### src/rtl/rc4_key_search.sv
// Brute-force RC4 key-search controller.
// Walks candidate keys from KEY_START to KEY_MAX. For each key it launches the RC4 engine and
// waits for it to finish. It then scans the decrypted message in d_memory and stops on the first
// message made only of lowercase letters and spaces.
// Optional build macro: KEY_SEARCH_UPPER_EN. When defined, uppercase letters also count as
// plaintext.
module rc4_key_search #(
  parameter int unsigned MSG_LEN   = 32,
  parameter logic [23:0] KEY_START = 24'h000000,
  parameter logic [23:0] KEY_MAX   = 24'h3FFFFF
) (
  input  logic                       clk,
  input  logic                       reset,
  input  logic                       start,
  input  logic                       rc4_done,
  input  logic [7:0]                 dram_q,
  output logic                       rc4_start,
  output logic [23:0]                secret_key,
  output logic [$clog2(MSG_LEN)-1:0] dram_addr,
  output logic                       dram_rd_sel,
  output logic                       busy,
  output logic                       key_found,
  output logic                       key_exhausted
);

  localparam int unsigned AddrW = $clog2(MSG_LEN);
  localparam logic [AddrW-1:0] LastAddr = AddrW'(MSG_LEN - 1);

  typedef enum logic [2:0] {
    StIdle,
    StLaunch,
    StWaitRc4,
    StScan,
    StNextKey,
    StFound,
    StExhausted
  } state_e;

  state_e           state_q, state_d;
  logic [23:0]      key_q, key_d;
  logic [AddrW-1:0] addr_q, addr_d;
  // chk_vld_q: dram_q holds a byte fetched during the previous SCAN cycle.
  // chk_last_q: that byte was fetched from the final message address.
  logic             chk_vld_q, chk_last_q;
  logic             byte_ok;

  // Plaintext classification of the byte returned by d_memory this cycle.
  always_comb begin
    byte_ok = ((dram_q >= 8'h61) && (dram_q <= 8'h7A)) || (dram_q == 8'h20);
`ifdef KEY_SEARCH_UPPER_EN
    byte_ok = byte_ok || ((dram_q >= 8'h41) && (dram_q <= 8'h5A));
`else
    byte_ok = byte_ok;
`endif
  end

  // Next-state, datapath updates and state-decoded outputs.
  always_comb begin
    state_d       = state_q;
    key_d         = key_q;
    addr_d        = addr_q;
    rc4_start     = 1'b0;
    dram_rd_sel   = 1'b0;
    busy          = 1'b1;
    key_found     = 1'b0;
    key_exhausted = 1'b0;
    unique case (state_q)
      StIdle: begin
        busy = 1'b0;
        if (start) begin
          key_d   = KEY_START;
          state_d = StLaunch;
        end
      end
      StLaunch: begin
        rc4_start = 1'b1;
        state_d   = StWaitRc4;
      end
      StWaitRc4: begin
        addr_d = '0;
        if (rc4_done) begin
          state_d = StScan;
        end
      end
      StScan: begin
        dram_rd_sel = 1'b1;
        // Saturate so the final address stays presented until its byte is checked.
        if (addr_q != LastAddr) begin
          addr_d = addr_q + 1'b1;
        end
        if (chk_vld_q) begin
          if (!byte_ok) begin
            state_d = StNextKey;
          end else if (chk_last_q) begin
            state_d = StFound;
          end
        end
      end
      StNextKey: begin
        if (key_q == KEY_MAX) begin
          state_d = StExhausted;
        end else begin
          key_d   = key_q + 24'd1;
          state_d = StLaunch;
        end
      end
      StFound: begin
        busy      = 1'b0;
        key_found = 1'b1;
        if (start) begin
          key_d   = KEY_START;
          state_d = StLaunch;
        end
      end
      StExhausted: begin
        busy          = 1'b0;
        key_exhausted = 1'b1;
        if (start) begin
          key_d   = KEY_START;
          state_d = StLaunch;
        end
      end
      default: begin
        state_d = StIdle;
      end
    endcase
  end

  // State and datapath registers with synchronous reset.
  always_ff @(posedge clk) begin
    if (reset) begin
      state_q    <= StIdle;
      key_q      <= KEY_START;
      addr_q     <= '0;
      chk_vld_q  <= 1'b0;
      chk_last_q <= 1'b0;
    end else begin
      state_q    <= state_d;
      key_q      <= key_d;
      addr_q     <= addr_d;
      chk_vld_q  <= (state_q == StScan);
      chk_last_q <= (state_q == StScan) && (addr_q == LastAddr);
    end
  end

  assign secret_key = key_q;
  assign dram_addr  = addr_q;

endmodule

### config.mk
export PLATFORM = sky130hd
export DESIGN_NAME = rc4_key_search
export DESIGN_NICKNAME = d
export VERILOG_FILES = /design/src/rtl/rc4_key_search.sv
export SDC_FILE = /design/constraint.sdc
export NUM_CORES = 1
export LEC_CHECK = 0
export CORE_UTILIZATION = 49
export DETAILED_ROUTE_END_ITERATION = 12
export PLACE_DENSITY = 0.79
export SLEW_MARGIN = 25
export SYNTH_ARGS = -nofsm -noshare
export SYNTH_HDL_FRONTEND = slang
export SYNTH_SLANG_ARGS = --single-unit
### constraint.sdc
create_clock -name clk -period 2.6 [get_ports clk]
set_clock_uncertainty 0.2 [all_clocks]
set_input_delay 0.52 -clock clk [delete_from_list [all_inputs] [get_ports clk]]
set_output_delay 0.52 -clock clk [all_outputs]
set_load 0.01 [all_outputs]
==> impl_metrics.json <==
{
  "outcome": "completed",
  "clockBufferDepth": 2,
  "post-dp-hpwl_um": 3056,
  "yosysTopAreaCell": "sky130_fd_sc_hd__dfxtp_1",
  "min_path_type": "reg -> reg",
  "postRouteWirelength_um": 4288,
  "detailroute.via_count": 1919,
  "post_cts_buffers": 0,
  "std_cell_rows": 22,
  "final_cell_count_no_fill": 327,
  "startpoint_type": "flip-flop",
  "drt_drc_violations_left": 0,
  "syn-cell-area_um2": 1859,
  "worst-slew-pin-transition_ns": 0.5383,
  "setup_viol": 0,
  "period_minus_slack_ns": 2.515,
  "synth_largest_type_area_fraction_pct": 36.61,
  "relSlewSlack_pct": 64.00,
  "drive_gt1_share_pct": 7.885,
  "critical_path.reg2reg.startpoint": "state_q[2]$_SDFFE_PP0P_",
  "root_buffer": "sky130_fd_sc_hd__clkbuf_8",
  "clock_sink_count": 34,
  "clock_latency_ns": 0.30,
  "critical-path-top-delay-family": "buffers and inverters",
  "wl_per_cell_um": 13.11,
  "die_w_um": 63.60,
  "syn_inst": 230,
  "postSynthNetCount": 245,
  "antenna-diode-count": 0,
  "synth_top_family_by_area": "simple AND/OR/NAND/NOR gates",
  "synth.ff_latch_count": 34,
  "cts_resized": 0,
  "place_congestion": 0.8446,
  "grt_pass1_vias": 1687,
  "power.density_cell_area_nw_per_um2": 536.4,
  "post_synth_fa_ha_maj_area_fraction_pct": 2.019,
  "cts_hold_buffers": 0,
  "startpoint": "state_q[0]$_SDFFE_PP0P_",
  "htreeDepth": 2,
  "rsz0062_at_grt": "no",
  "start_util_pct": 50.79,
  "synth_sequential_area_ratio_pct": 36.61,
  "p_leak_nw": 0.8452,
  "worstPathRequired_ns": 1.88,
  "net_count_final": 293,
  "post_synth_main_area_contributors": "sky130_fd_sc_hd__dfxtp_1 37%, sky130_fd_sc_hd__a21oi_1 5.7%, sky130_fd_sc_hd__or3_1 4.7%",
  "place_ws_ns": -0.01573,
  "die_area_um2": 4045,
  "ff2ff_setup_slack_ns": 0.25,
  "min_from": "secret_key[18]$_SDFFE_PP0P_",
  "fillerInstances": 328,
  "timing.final.max_slew_violations": 0,
  "yosys.area_share.xor_xnor_pct": 1.413,
  "grt_max_degree": 29,
  "grt_antenna_before_repair": 0,
  "timing.max_cap.violations": 0,
  "yosys-mux-area-fraction_pct": 1.077,
  "yosysMostFrequentCell": "sky130_fd_sc_hd__dfxtp_1",
  "i_o_pin_count": 46,
  "core_um2": 3661,
  "synth_ff_type": "sky130_fd_sc_hd__dfxtp_1",
  "drt-pass1-iter-count": 4,
  "power.ir.vdd_worst_uv": 389.4,
  "setup_total_negative_slack_ns": 0,
  "syn-mean-instance-area_um2": 8.084,
  "antenna_left": 0,
  "postLayoutCoreUtil_pct": 67.50,
  "min_period_over_period_pct": 96.74,
  "criticalPathCategory": "reg -> out",
  "crit_chain": "buf_4 -> nor3_1 -> a21oi_1 -> clkdlybuf4s50_1",
  "ys_warn_count": 0,
  "yosys-top-cells-count": "34 x sky130_fd_sc_hd__dfxtp_1, 22 x sky130_fd_sc_hd__nand2_1, 21 x sky130_fd_sc_hd__a21oi_1, 14 x sky130_fd_sc_hd__nand3_1, 14 x sky130_fd_sc_hd__or3_1",
  "clock_buffers_created_by_tritoncts": 5,
  "grt.overflow.total": 0,
  "io_buffer_count": 45,
  "cts_tree": "built",
  "crit_path_buffers_inverters": 2,
  "layout_setup_ws_ns": 0.08482,
  "critPathMaxFanout": 9,
  "dr.first_iter.drc_count": 130,
  "postSynth.asyncResetShare_pct": 0,
  "synthSimpleGateAreaFrac_pct": 34.66,
  "synth.lib_cells_used.distinct": 43,
  "synth_edf_count": 0,
  "max_stage_delay_ns": 0.56,
  "placedCellCount": 319,
  "final_hold_viol_count": 0,
  "synth-compound-area-share_pct": 18.98,
  "via_per_inst": 5.869,
  "grt_first_pass_wirelength_um": 7562,
  "globalRouteTotalUtil_pct": 23.77,
  "critPathArrivalTime_ns": 1.80,
  "critPathCaptureType": "primary output",
  "syn_to_final_growth_pct": 32.91,
  "die_y_um": 63.60,
  "critical_path.slowest_cell": "sky130_fd_sc_hd__clkdlybuf4s50_1",
  "path_clk_slew_ns": 0.07,
  "fmax_mhz": 397.6
}
sequential cells by signal, indices dropped and copies added (netlist names):
register,cells
chk_last_q,1
secret_key,24
chk_vld_q,1
dram_addr,5
state_q,3
cell families after synthesis:
group / count (synthesis)
DFF: 34
AOI/OAI and AO/OA: 57
adders and majority gates: 3
buffers and inverters: 19
muxes: 2
xor gates and xnor gates: 3
and+or+nand+nor: 112
cells in the final DEF (no fill, tap or decap), types with 7 or more instances in the layout:
| cell | instances |
|---|---|
| sky130_fd_sc_hd__nand2_1 | 22 |
| sky130_fd_sc_hd__dfxtp_1 | 33 |
| sky130_fd_sc_hd__a21oi_1 | 21 |
| sky130_fd_sc_hd__inv_1 | 7 |
| sky130_fd_sc_hd__or3_1 | 14 |
| sky130_fd_sc_hd__buf_4 | 7 |
| sky130_fd_sc_hd__nand3_1 | 14 |
| sky130_fd_sc_hd__nor2_1 | 12 |
| sky130_fd_sc_hd__clkdlybuf4s50_1 | 45 |
| sky130_fd_sc_hd__o21ai_0 | 11 |
| sky130_fd_sc_hd__and3_1 | 7 |
| sky130_fd_sc_hd__or4_1 | 11 |
worst paths after layout:
path	end	cells past startpoint
worst min register to register	secret_key[18]$_SDFFE_PP0P_	2
worst max register to register	secret_key[22]$_SDFFE_PP0P_	6
worst max-delay path	busy	4
worst min-delay path	secret_key[18]$_SDFFE_PP0P_	2
cell type report:
type	count	area [um^2]	area share, %
multi-input combinational	177	1089	44.05
sequential	34	681.9	27.59
timing repair buffer	53	523.0	21.16
clock buffer	7	86.33	3.494
tap	48	60.06	2.430
inverter	7	26.28	1.063
clock inverter	1	5.005	0.2025
where the power goes:
part	switching [W]	internal (W)	total, W
clock	0.000199	0.000214	0.000412
sequential	0.0000356	0.000540	0.000576
combinational	0.000187	0.000151	0.000338
per-layer routing:
layer	vias to the layer above	track usage, %	routed length, um
li1	969	-	-
met1	899	30.74	2020
met2	42	37.90	1982
met3	9	5.435	221
met4	0	9.375	63
met5	-	0	0
metrics by stage:
step | instance area, um^2 | hold WS [ns] | total power (W)
floorplan | 1859 | 0.3003 | 0.0007944
global placement | 2371 | 0.2782 | 0.0009110
detailed placement | 2371 | 0.2941 | 0.0009167
CTS | 2462 | 0.3045 | 0.001322
global route | 2471 | 0.3339 | 0.001389
finish | 2471 | 0.3074 | 0.001326
worst register-to-register path, cell delays in order, from the launching register on:
cell	delay, ns
sky130_fd_sc_hd__dfxtp_1	0.55
sky130_fd_sc_hd__or3b_1	0.42
sky130_fd_sc_hd__a21oi_2	0.21
sky130_fd_sc_hd__a211oi_2	0.09
sky130_fd_sc_hd__buf_12	0.19
sky130_fd_sc_hd__or4_1	0.47
sky130_fd_sc_hd__a21oi_1	0.15
No activity file was read; power rests on OpenSTA's default activity.
